$ cat src/rtl/fib_pkg.sv
// Shared types and constants for the Fibonacci sequencer and its ALU.
package fib_pkg;

  // Controller states. SET runs once per job; GAP2, ADD, GAP1, DEC form the loop.
  typedef enum logic [2:0] {
    ST_IDLE = 3'd0,
    ST_SET  = 3'd1,
    ST_GAP1 = 3'd2,
    ST_DEC  = 3'd3,
    ST_GAP2 = 3'd4,
    ST_ADD  = 3'd5,
    ST_DONE = 3'd6
  } state_t;

  // ALU opcode encoding. 000 is the idle/no-op code driven in every gap state.
  localparam logic [2:0] OP_NOP  = 3'b000;
  localparam logic [2:0] OP_SET  = 3'b001;
  localparam logic [2:0] OP_INC  = 3'b010;
  localparam logic [2:0] OP_DEC  = 3'b011;
  localparam logic [2:0] OP_LOAD = 3'b101;
  localparam logic [2:0] OP_ADD  = 3'b110;
  localparam logic [2:0] OP_COPY = 3'b111;

endpackage

$ cat src/rtl/fib_controller.sv
// Sequencer that computes F(n) mod 2^size by stepping a shared ALU.
//
// Handshake: start is a request sampled only while IDLE (busy low); the
// cycle after it is sampled busy rises and n is captured. done is a single
// cycle pulse in the DONE state; result and overflow are valid from that
// cycle until the next accepted start. start while busy has no effect.
//
// The ALU only re-evaluates when its opcode changes, so each real operation
// is preceded by a gap cycle that drives OP_NOP with the next operands
// already set up on alu_a/alu_b.
module fib_controller
  import fib_pkg::*;
#(
  parameter int size = 4
) (
  input  logic            clk,
  input  logic            reset,
  input  logic            start,
  input  logic [size-1:0] n,
  input  logic [size-1:0] alu_o,
  input  logic            alu_zero,
  output logic [2:0]      alu_opcode,
  output logic [size-1:0] alu_a,
  output logic [size-1:0] alu_b,
  output logic [size-1:0] result,
  output logic            overflow,
  output logic            busy,
  output logic            done,
  output state_t          state_dbg
);

  state_t          state;
  state_t          next_state;
  logic [size-1:0] prev;
  logic [size-1:0] curr;
  logic [size-1:0] cnt;
  logic [size-1:0] result_q;
  logic            ovf;

  // State register.
  always_ff @(posedge clk) begin
    if (reset) begin
      state <= ST_IDLE;
    end else begin
      state <= next_state;
    end
  end

  // Next-state decode and ALU drive; outputs depend only on state and registers.
  always_comb begin
    next_state = state;
    alu_opcode = OP_NOP;
    alu_a      = '0;
    alu_b      = '0;
    case (state)
      ST_IDLE: begin
        if (start) begin
          next_state = (n == '0) ? ST_DONE : ST_SET;
        end
      end
      ST_SET: begin
        alu_opcode = OP_SET;
        next_state = ST_GAP1;
      end
      ST_GAP1: begin
        alu_a      = cnt;
        next_state = ST_DEC;
      end
      ST_DEC: begin
        alu_opcode = OP_DEC;
        alu_a      = cnt;
        next_state = alu_zero ? ST_DONE : ST_GAP2;
      end
      ST_GAP2: begin
        alu_a      = prev;
        alu_b      = curr;
        next_state = ST_ADD;
      end
      ST_ADD: begin
        alu_opcode = OP_ADD;
        alu_a      = prev;
        alu_b      = curr;
        next_state = ST_GAP1;
      end
      ST_DONE: begin
        next_state = ST_IDLE;
      end
      default: begin
        next_state = ST_IDLE;
      end
    endcase
  end

  // Datapath registers: counter, Fibonacci pair, result and sticky wrap flag.
  always_ff @(posedge clk) begin
    if (reset) begin
      prev     <= '0;
      curr     <= '0;
      cnt      <= '0;
      result_q <= '0;
      ovf      <= 1'b0;
    end else begin
      case (state)
        ST_IDLE: begin
          if (start) begin
            ovf <= 1'b0;
            if (n == '0) begin
              result_q <= '0;
            end else begin
              cnt  <= n;
              prev <= '0;
            end
          end
        end
        ST_SET: begin
          // ALU returns the constant 1 for OP_SET, seeding F(1).
          curr <= alu_o;
        end
        ST_DEC: begin
          cnt <= alu_o;
          if (alu_zero) begin
            result_q <= curr;
          end
        end
        ST_ADD: begin
          curr <= alu_o;
          prev <= curr;
          // An unsigned sum smaller than an addend means the add wrapped.
          if (alu_o < curr) begin
            ovf <= 1'b1;
          end
        end
        default: begin
        end
      endcase
    end
  end

  assign result    = result_q;
  assign overflow  = ovf;
  assign busy      = (state != ST_IDLE);
  assign done      = (state == ST_DONE);
  assign state_dbg = state;

endmodule

$ cat config.mk
export PLATFORM = sky130hd
export DESIGN_NAME = fib_controller
export DESIGN_NICKNAME = d
export VERILOG_FILES = /design/src/rtl/fib_pkg.sv /design/src/rtl/fib_controller.sv
export SDC_FILE = /design/constraint.sdc
export NUM_CORES = 1
export LEC_CHECK = 0
export CORE_MARGIN = 5
export CORE_UTILIZATION = 30
export CTS_CLUSTER_DIAMETER = 200
export DETAILED_ROUTE_END_ITERATION = 8
export PLACE_DENSITY = 0.55
export SLEW_MARGIN = 20
export SYNTH_ARGS = -nofsm -noshare
export SYNTH_HDL_FRONTEND = slang
export SYNTH_SLANG_ARGS = --single-unit
$ cat constraint.sdc
create_clock -name clk -period 2.73 [get_ports clk]
set_input_delay 0.6825 -clock clk [delete_from_list [all_inputs] [get_ports clk]]
set_output_delay 0.6825 -clock clk [all_outputs]
set_load 0.1 [all_outputs]
[Yosys cells after proc, flatten, opt, wreduce, memory -nomap -nowiden]
Index checks and enable logic that the tools add are counted.
Word-level totals
  flip-flop bits (word level): 20
  bits of input ports: 12
  output and inout bits: 21
  logic and storage cells: 50
Cells by class
  magnitude comparators: 1
  eq/ne operators: 11
  mux-type cells: 20
  reductions and logical operators: 12
Operators by type and width (count)
  4-bit 2-to-1 mux: 8
  4-bit one-hot mux with 2 select lines: 4
  3-bit one-hot mux with 5 select lines: 1
  2-bit != test (second input constant): 5
  3-bit == test (second input constant): 3
  3-bit one-hot mux with 3 select lines: 1
  3-bit AND reduction: 3
  3-bit by 2-bit == test with 1-bit output (second input constant): 2
  3-bit 2-to-1 mux: 2
  2-bit OR reduction: 3
  4-bit logical NOT: 1
  4-bit < comparator: 1
  4-bit AND reduction: 1
  2-bit nonzero test: 2
  3-bit by 1-bit == test with 1-bit output (second input constant): 1
  3-bit logical NOT: 1
  3-bit nonzero test: 1
  1-bit 2-to-1 mux: 2
  2-bit 2-to-1 mux: 1
  1-bit one-hot mux with 2 select lines: 1

[Logic depth before layout (Yosys ltp)]
  depth in word-level cells: 4
  mapped depth: 5
  depth with buffers taken out: 5

[Least setup slack after synthesis]
Ideal clock, no wire load.
  kind: flip-flop to output port
  from: reg state[0], in the netlist state_dbg[0]
  to: out alu_opcode[2]
  arrival: 3.517 ns
  required time: 2.047 ns
  slack: -1.469 ns
  cell stages (with the launch flop): 4
  path buffers: 1
  cells stage by stage: dfxtp_1 -> buf_2 -> inv_1 -> nor3_1
On the way
  longest elaborated chain between the ends: 2
  elaborated cells between the ends (all ways): 4
  classes of those cells: 3 x eq/ne; 1 x mux
Ends and longest elaborated chain
  from (decl): line fib_controller.sv:32  | state_t state;
  from (signal assigned): line fib_controller.sv:45  | state <= next_state;
  3-bit == test, or another cell as far along: line fib_controller.sv:55  | case (state)
  3-bit one-hot mux with 3 select lines (*): line fib_controller.sv:55
  to (decl): line fib_controller.sv:22  | output logic [2:0] alu_opcode,
Every way passes the cells marked *; elsewhere a longest branch is shown, timed or not.

[Final worst setup path]
  from: reg state[2], in the netlist state_dbg[2]
  to: out alu_a[0]
On the way
  longest elaborated chain between the ends: 3
  elaborated cells between the ends (all ways): 7
  classes of those cells: 4 x eq/ne; 1 x mux; 2 x reduce/logical
Ends and longest elaborated chain
  3-bit == test / 3-bit by 2-bit == test with 1-bit output (equally long branches): line fib_controller.sv:55
  2-bit OR reduction (no source line)
  4-bit one-hot mux with 2 select lines (*): line fib_controller.sv:55
  to (decl): line fib_controller.sv:23  | output logic [size-1:0] alu_a,
Marked as above.

==> reports/results.env <==
OUTCOME='finished, final reports clean'
YS_TOP_CELLS_BY_COUNT='dfxtp_1 (20), nor2_1 (15), nand2_1 (12)'
PERIOD_SHARE=0.9219
WORSTPATHBUFFERINVERTERCOUNT=2
WORST_CLOCK_SKEW_NS=0.004109
TIMING.CRITICAL_PATH.TO_TYPE='output pin'
DETAIL_ROUTE.WIRELENGTH_UM=3006
POWER.DENSITY_mW_PER_MM2=467.5
HPWL_UM=2392
WORST_SETUP_PATH_START_KIND='register'
ROW_COUNT=22
SETUP-VIOLATIONS-FINAL=0
POST_CTS.REPAIR.SETUP_BUFFERS=0
WORST-SLEW-PIN-TRANSITION_NS=0.5355
FIN_CELLS=212
CP_MAX_FO=20
MAXCAPVIOLCOUNT=0
RSZ0062_AT_GRT='no'
GRT_USE_TOTAL=0.1171
DRIVE_ABOVE_1_SHARE=0.2622
MAXCLOCKFREQUENCY_MHz=397.3
DESIGN.PORTCOUNT=33
PROPORTION_OF_REGISTER_BITS_WITH_ASYNCHRONOUS_SET_OR_RESET_AFTER_SYNTHESIS=0
DR.FIRST_ITER.DRC_COUNT=74
NETLIST_TOP_CELLS_AREA='dfxtp_1 (34%), mux2i_1 (6.9%), ha_1 (6.5%), nor2_1 (4.8%), nand2_1 (3.9%)'
CTS-ROOT-BUF='clkbuf_8'
GRT_PASS1_VIAS=981
AREAGROWTHSYNTHTOFINISH_PCT=50.32
DIE_HEIGHT_UM=72.21
ANTENNA_FOUND_INITIAL=0
SYNTH_AREA_LEADER='dfxtp_1'
ANTENNADIODECOUNT=0
CRITICAL_PATH_RT_NS=2.05
LAYOUT_SETUP_WS_NS=0.2131
GRT_FIRST_PASS_WIRELENGTH_UM=4864
TIMING.FINAL.HOLD_VIOLATIONS=0
VIAS_PER_CELL=5.250
SYNTH_CELL_TYPES=38
CRIT_PATH_TOP_DELAY_CELL='dfxtp_2'
CTS-RESIZED-GATES=0
GR-TOTAL-OVERFLOW=0
DIE_AREA_MM2=0.005214
TIMING_WORST_SETUP_PATH_TYPE='register to output pin'
LAYOUT.NETS=183
SYNTH.NET_COUNT=149
DIE_WIDTH_UM=72.21
PATH_DELAY_FAMILY='flip-flops'
PLACEMENT.IO_BUFFERS=32
PIN_COUNT_OF_THE_BIGGEST_NET_ENTERING_GLOBAL_ROUTING=25
TRITONCTS='yes'
SYNTH_CELLS=131
SYNTH.YOSYS.WARNINGS=0
HOLDBUFCOUNTCTS=0
CTS.REPORTEDPATHS.CLKPINSLEW_NS=0.07
INITIAL_CORE_UTILIZATION=0.3125
FINALCRITICALPERIOD_NS=2.517
IR_WORST_VDD_mV=0.3256
MAXSLEWVIOLCOUNT=0
FINAL.FILL_COUNT=352
POSTSYNTHREGISTERBITS=20
LEAKAGEPOWER_uW=0.0006393
FP.COREAREA_MM2=0.003716
SEQUENTIAL_CELL_AREA_UM2=402.9
YOSYSTOPAREACELLSHARE=0.3448
CP_CELL_SEQUENCE='inv_1 -> ha_1 -> a22oi_1 -> nor2_4 -> buf_12'
AVGROUTEDWIREPERCELL_UM=14.18
ROUTE.VIAS.TOTAL=1113
SYNTH-MAIN-FF-CELL='dfxtp_1'
TIMING.MAX_SLEW.REL_SLACK=0.6421
TRITONCTS.NUM_BUFFERS=3
ANT_NETS=0
ROUTE.DETAILED.DRC=0
PRECTSSETUPSLACK_NS=0.4990
FIN_TNS_SETUP_NS=0
DRT_PRE_ANTENNA_ITERS=4
GP_CONGESTION=0.7582
CLK_LATENCY_NS=0.26
MULTI_INPUT_AREA_UM2=757.0
DPL.CELL_COUNT=208
CP_SLOWEST_STAGE_DELAY_NS=0.55
YOSYSMOSTFREQUENTCELL='dfxtp_1'
SYNTH-EDFF-COUNT=0
CP_DATA_ARRIVAL_TIME_NS=1.83
SYN-MEAN-INSTANCE-AREA_UM2=8.863
MIN-DELAY-PATH-CLASS='register to register'
CLOCK-SINKS=20
HTREE_NUM_LEVELS=1
SEQ_AREA_FRAC_SYNTH=0.3448
NETLIST_AREA_MM2=0.001161
CLOCKBUFFERDEPTH=2
-- routing by layer --
layer / GRT usage / up-vias / routed length [um]
met5: 0 / - / 0
met4: 0.02505 / 0 / 9
li1: - / 550 / -
met1: 0.1492 / 530 / 1383
met2: 0.1941 / 31 / 1471
met3: 0.03601 / 2 / 142
-- power breakdown --
group          internal (uW)  leakage (uW)  total (uW)  switching [uW]
Clock                    128     0.0000288         224            95.5
Sequential               308      0.000164         324            16.0
Combinational           88.5      0.000447         268             180
-- per-stage QoR --
| step | hold WS [ns] | util | cell area [um2] | total power (uW) |
|---|---|---|---|---|
| 2_1_floorplan | 0.4546 | - | 1226 | 521.5 |
| 5_1_grt | 0.4940 | 0.4697 | 1745 | 855.4 |
| 3_3_place_gp | 0.4485 | 0.4549 | 1690 | 597.7 |
| 3_5_place_dp | 0.4544 | 0.4549 | 1690 | 599.4 |
| 4_1_cts | 0.4687 | 0.4697 | 1745 | 823.3 |
| 6_report | 0.4634 | 0.4697 | 1745 | 816.1 |
-- cells by family (layout without fill, tap and decap cells) --
kind of cell | Yosys count | after routing | share of synthesized area
XOR/XNOR | 1 | 1 | 0.007544
flip-flops | 20 | 20 | 0.3448
AND/OR/NAND/NOR | 49 | 49 | 0.2554
buffers and inverters | 14 | 47 | 0.05712
multiplexers | 8 | 8 | 0.06897
adder cells (fa/ha/maj) | 6 | 6 | 0.06465
AO/OA/AOI/OAI | 33 | 33 | 0.2015
-- layout by cell type (no fill, tap or decap), types with 5 or more instances in the layout --
cell / instances
dfxtp_1: 18
nand2_1: 12
buf_12: 12
buf_4: 12
clkdlybuf4s50_1: 11
nor2_1: 10
inv_1: 8
mux2i_1: 8
a21oi_1: 7
ha_1: 6
nor2_4: 5
o21ai_1: 5
-- final timing paths --
path,start,end,slack [ns],cells past startpoint
worst max-delay path,state_dbg[2],alu_a[0],0.21,5
worst max register to register,state_dbg[1],result[2],1.08,4
worst min-delay path,result[1],result[1],0.46,2
worst min register to register,result[1],result[1],0.46,2
-- registers in the layout (all words and copies together), names as in the netlist --
signal and count:
prev 4, overflow 1, cnt 4, result 4, curr 4, state_dbg 3
-- layout make-up --
class                           instances  area share
Tap cell                               48     0.03441
Multi-Input combinational cell         97      0.4337
Timing Repair Buffer                   35      0.2523
Clock buffer                            4     0.03154
Inverter                                8     0.01720
Sequential cell                        20      0.2308
-- tightest hold or removal path, cell delays in order, from the launching register on --
cell and delay (ns):
dfxtp_1 0.32, nand2_1 0.05, mux2i_1 0.05
No activity file was read; power rests on OpenSTA's default activity.
